### src/rtl/fifo_rr_arbiter.sv
// Round-robin arbiter draining four FWFT input FIFOs into one output FIFO,
// serving up to BURST consecutive words per grant with no bubble on rotation.
//
// state | meaning
// IDLE  | no FIFO granted; next grant searches after 'last'
// SERVE | FIFO 'cur' granted, 'count' words popped in this burst
module fifo_rr_arbiter #(
  parameter int DATA_WIDTH = 6,
  parameter int BURST      = 4,
  parameter int CNT_W      = 3
) (
  input  logic                  clk,
  input  logic                  reset,
  input  logic                  enable,
  input  logic                  pause,
  input  logic                  empty_fifo_0,
  input  logic                  empty_fifo_1,
  input  logic                  empty_fifo_2,
  input  logic                  empty_fifo_3,
  input  logic [DATA_WIDTH-1:0] data_in_0,
  input  logic [DATA_WIDTH-1:0] data_in_1,
  input  logic [DATA_WIDTH-1:0] data_in_2,
  input  logic [DATA_WIDTH-1:0] data_in_3,
  output logic                  pop_0,
  output logic                  pop_1,
  output logic                  pop_2,
  output logic                  pop_3,
  output logic                  push_out,
  output logic [DATA_WIDTH-1:0] data_out,
  output logic [1:0]            grant,
  output logic                  busy
);

  typedef enum logic {IDLE, SERVE} state_t;

  localparam logic [CNT_W-1:0] BURST_C = CNT_W'(BURST);
  localparam logic [CNT_W-1:0] ONE_C   = CNT_W'(1);

  state_t                  state, state_nxt;
  logic [1:0]              cur, cur_nxt;
  logic [1:0]              last, last_nxt;
  logic [CNT_W-1:0]        count, count_nxt;
  logic                    go;
  logic [3:0]              elig;
  logic                    take;
  logic [1:0]              take_idx;
  logic [2:0]              pick;
  logic [DATA_WIDTH-1:0]   take_data;

  // {found, index} of first eligible FIFO after p, with p itself checked last
  function automatic logic [2:0] next_pick(input logic [1:0] p, input logic [3:0] el);
    logic [2:0] r;
    logic [1:0] idx;
    r = 3'b000;
    for (int i = 4; i >= 1; i--) begin
      idx = p + 2'(i);
      if (el[idx]) r = {1'b1, idx};
    end
    return r;
  endfunction

  always_comb begin
    go   = enable & ~pause & reset;
    elig = ~{empty_fifo_3, empty_fifo_2, empty_fifo_1, empty_fifo_0};
  end

  always_ff @(posedge clk) begin
    if (!reset) begin
      state <= IDLE;
      cur   <= 2'd0;
      last  <= 2'd3;
      count <= '0;
    end else begin
      state <= state_nxt;
      cur   <= cur_nxt;
      last  <= last_nxt;
      count <= count_nxt;
    end
  end

  always_comb begin
    state_nxt = state;
    cur_nxt   = cur;
    last_nxt  = last;
    count_nxt = count;
    take      = 1'b0;
    take_idx  = cur;
    pick      = 3'b000;
    if (go) begin
      case (state)
        IDLE: begin
          pick = next_pick(last, elig);
          if (pick[2]) begin
            take      = 1'b1;
            take_idx  = pick[1:0];
            cur_nxt   = pick[1:0];
            count_nxt = ONE_C;
            state_nxt = SERVE;
          end
        end
        SERVE: begin
          if (count < BURST_C && elig[cur]) begin
            take      = 1'b1;
            take_idx  = cur;
            count_nxt = count + ONE_C;
          end else begin
            // burst over or source dried up: hand over in the same cycle
            last_nxt = cur;
            pick     = next_pick(cur, elig);
            if (pick[2]) begin
              take      = 1'b1;
              take_idx  = pick[1:0];
              cur_nxt   = pick[1:0];
              count_nxt = ONE_C;
            end else begin
              state_nxt = IDLE;
            end
          end
        end
      endcase
    end
  end

  always_comb begin
    pop_0 = take && (take_idx == 2'd0);
    pop_1 = take && (take_idx == 2'd1);
    pop_2 = take && (take_idx == 2'd2);
    pop_3 = take && (take_idx == 2'd3);
    busy  = (state == SERVE);
    case (take_idx)
      2'd0:    take_data = data_in_0;
      2'd1:    take_data = data_in_1;
      2'd2:    take_data = data_in_2;
      default: take_data = data_in_3;
    endcase
  end

  always_ff @(posedge clk) begin
    if (!reset) begin
      push_out <= 1'b0;
      data_out <= '0;
      grant    <= 2'd0;
    end else if (take) begin
      push_out <= 1'b1;
      data_out <= take_data;
      grant    <= take_idx;
    end else begin
      push_out <= 1'b0;
    end
  end

endmodule

### config.mk
export PLATFORM = sky130hd
export DESIGN_NAME = fifo_rr_arbiter
export DESIGN_NICKNAME = d
export VERILOG_FILES = /design/src/rtl/fifo_rr_arbiter.sv
export SDC_FILE = /design/constraint.sdc
export NUM_CORES = 1
export LEC_CHECK = 0
export BUFFER_PORTS_ARGS = -buffer_cell sky130_fd_sc_hd__buf_2
export CAP_MARGIN = 15
export CELL_PAD_IN_SITES_DETAIL_PLACEMENT = 0
export CELL_PAD_IN_SITES_GLOBAL_PLACEMENT = 1
export CORE_MARGIN = 1
export CORE_UTILIZATION = 37
export CTS_CLUSTER_SIZE = 30
export DETAILED_ROUTE_END_ITERATION = 10
export GPL_TIMING_DRIVEN = 1
export PLACE_DENSITY_LB_ADDON = 0.08
export RECOVER_POWER = 25
export SKIP_CTS_REPAIR_TIMING = 1
export SLEW_MARGIN = 0
export SYNTH_ARGS = -nofsm -noshare
export SYNTH_HDL_FRONTEND = slang
export SYNTH_SLANG_ARGS = --single-unit
### constraint.sdc
create_clock -name clk -period 10.7 [get_ports clk]
set_input_delay 3.21 -clock clk [delete_from_list [all_inputs] [get_ports clk]]
set_output_delay 3.21 -clock clk [all_outputs]
set_load 0.005 [all_outputs]
==> results.sh <==
export IMPL_status="finished clean"
export IMPL_finalNetCount=207
export IMPL_maxSlewHeadroom_pct=44.08
export IMPL_leakage_nw=0.5839
export IMPL_finalCritPeriodShare_pct=82.43
export IMPL_syn_area_um2=1152
export IMPL_ir_drop_mv=0.05418
export IMPL_whs_endpoint="grant[1]"
export IMPL_numCtsBuffers=3
export IMPL_grt_pass1_wl_mm=4.740
export IMPL_cts_tree="built"
export IMPL_async_flop_share_pct=0
export IMPL_dp_hpwl_mm=2.244
export IMPL_worstSkewPairLatency_ns=0.29
export IMPL_r2r_end="data_out[2]"
export IMPL_ios=46
export IMPL_vias=1120
export IMPL_grt_pass1_vias=1092
export IMPL_power_density_nw_per_um2=99.73
export IMPL_finalHoldViolCount=0
export IMPL_cp_required_ns=7.49
export IMPL_setup_viol=0
export IMPL_grt_max_degree=17
export IMPL_clockRootBuffer="clkbuf_4"
export IMPL_dpl_worst_slack_ns=1.886
export IMPL_die_h_um=57.81
export IMPL_max_freq_mhz=113.4
export IMPL_ys_flop_type="dfxtp_1"
export IMPL_path_delay_family="simple AND/OR/NAND/NOR gates"
export IMPL_overflow=0
export IMPL_clock_skew_ns=0.006345
export IMPL_slew_viol_final=0
export IMPL_hold_class="register to register"
export IMPL_yosysSeqAreaShare_pct=29.53
export IMPL_clockBufferDepth=2
export IMPL_critPathKind="primary input to primary output"
export IMPL_reg2reg_depth=6
export IMPL_row_count=19
export IMPL_grtUsageMet2_pct=30.54
export IMPL_r2r_setup_slack_ns=8.10
export IMPL_use_met3_pct=4.018
export IMPL_gp_congestion=0.8011
export IMPL_antenna_found_initial=0
export IMPL_path_cells="buf_2 -> and3b_1 -> nand2_1 -> inv_1 -> o32a_1 -> nand2_1 -> nor3_1 -> buf_2"
export IMPL_core_um2=2853
export IMPL_drc=0
export IMPL_syn_num_nets=168
export IMPL_n_antenna_cell=0
export IMPL_start_kind="primary input"
export IMPL_cp_end_kind="primary output"
export IMPL_cts_clk_slew_worst_paths_ns=0.11
export IMPL_synth_edf_count=0
export IMPL_fin_crit_ns=8.820
export IMPL_cts_sinks=17
export IMPL_vias_per_cell=5.490
export IMPL_synth_avg_cell_area_um2=8.536
export IMPL_worstMarginPinSlew_ns=0.8377
export IMPL_htree_levels=1
export IMPL_detail_route_antenna_nets=0
export IMPL_maxCapViolations=0
export IMPL_r2r_start="cur[0]"
export IMPL_rsz0062_at_grt="no"
export IMPL_cp_arrival_ns=5.61
export IMPL_setup_tns_ns=0
export IMPL_cp_max_fo=16
export IMPL_critical_path_buf_inv_count=3
export IMPL_first_pass_iters=4
export IMPL_final_common_cell="buf_2"
export IMPL_synth_seq_cells=17
export IMPL_min_delay_start="grant[1]"
export IMPL_die_area_um2=3341
export IMPL_holdPathStages=2
export IMPL_cpMaxStageDelayCell="o32a_1"
export IMPL_drive_above_1_share_pct=32.95
export IMPL_syn_inst=135
export IMPL_io_buffers=45
export IMPL_wire_per_inst_um=13.91
export IMPL_top_usage_layer="met2"
export IMPL_yosys_warnings=0
export IMPL_post_route_worst_setup_slack_ns=1.880
export IMPL_layout_common_cells="42 x buf_2, 17 x dfxtp_1, 16 x nand2_1, 13 x mux2i_1, 12 x nand3_1"
export IMPL_wirelength_mm=2.838
export IMPL_start_util_pct=40.39
export IMPL_cp_slowest_stage_delay_ns=0.75
export IMPL_die_w_um=57.81
export IMPL_drt_iter0_markers=24
export IMPL_synth_cell_types=38
export IMPL_syn2layout_area_growth_pct=18.13
export IMPL_grt_use_met1_pct=23.86
export IMPL_track_usage_pct=18.19
==> final cells by class <==
cell class / instances / area, um2
Fill cell: 317 / 1491
Multi-Input combinational cell: 102 / 714.4
Sequential cell: 17 / 340.3
Timing Repair Buffer: 45 / 221.5
Tap cell: 31 / 38.79
Clock buffer: 3 / 22.52
Inverter: 5 / 18.77
Clock inverter: 1 / 5.005
==> worst reg2reg max path: stages, from the launching register on <==
cell	delay (ns)
dfxtp_1	0.54
mux2_2	0.41
o221ai_1	0.19
o211a_1	0.19
o32a_1	0.70
mux2i_1	0.32
o221ai_2	0.12
==> cell families (layout without fill, tap and decap cells) <==
family          Yosys count  after routing  share of synthesized area (%)
fa+ha+maj                 1              1                          1.086
compound gates           32             32                          23.78
buf+inv                  16             54                          8.469
flops                    17             17                          29.53
mux                      15             15                          14.22
simple gates             54             54                          22.91
==> flip-flops by register name (all words and copies together), names as in the netlist <==
signal	cells
data_out	6
count	3
cur	2
grant	2
last	2
busy	1
push_out	1
==> synthesized netlist by cell type, types with 2 or more instances <==
| master | instances | area, um2 |
|---|---|---|
| nand2_1 | 16 | 60.06 |
| buf_4 | 4 | 30.03 |
| buf_6 | 3 | 33.78 |
| nor3_1 | 2 | 10.01 |
| a211oi_1 | 2 | 15.01 |
| and2_1 | 2 | 12.51 |
| a21oi_1 | 7 | 35.03 |
| inv_1 | 5 | 18.77 |
| o211ai_1 | 2 | 15.01 |
| or3_1 | 2 | 12.51 |
| dfxtp_1 | 17 | 340.3 |
| nand3_1 | 12 | 60.06 |
| mux2i_1 | 13 | 130.1 |
| nand2b_1 | 2 | 12.51 |
| nor2_1 | 9 | 33.78 |
| nor2b_1 | 4 | 25.02 |
| clkbuf_1 | 4 | 15.01 |
| o221ai_2 | 6 | 90.09 |
| o21ai_0 | 4 | 20.02 |
==> worst max-delay path by stage <==
stage	startpoint	endpoint	slack (ns)	depth (start not counted)
floorplan	empty_fifo_1	pop_1	2.71	7
global placement	reset	pop_2	1.99	8
detailed placement	reset	pop_2	1.89	8
CTS	reset	pop_2	1.86	8
global route	reset	pop_2	1.62	8
finish	reset	pop_2	1.88	8
==> per-layer routing <==
metal / wire [um] / vias up
met5: 0 / -
met4: 15 / 0
met3: 95 / 2
met2: 1335 / 28
met1: 1391 / 519
li1: - / 571
==> stage by stage <==
step	hold WS, ns	util [%]	total power, mW	instance area, um2	instances
2_1_floorplan	0.4356	-	0.09243	1152	135
3_3_place_gp	0.4456	46.89	0.1021	1338	200
3_5_place_dp	0.4552	46.89	0.1026	1338	200
4_1_cts	0.4703	47.85	0.1376	1365	204
5_1_grt	0.5115	47.72	0.1445	1361	204
6_report	0.4666	47.72	0.1358	1361	204
==> report_power, final <==
part	internal (mW)	switching [mW]
Combinational	0.0150	0.0167
Sequential	0.0662	0.00290
Clock	0.0139	0.0211
No activity file was read; power rests on OpenSTA's default activity.
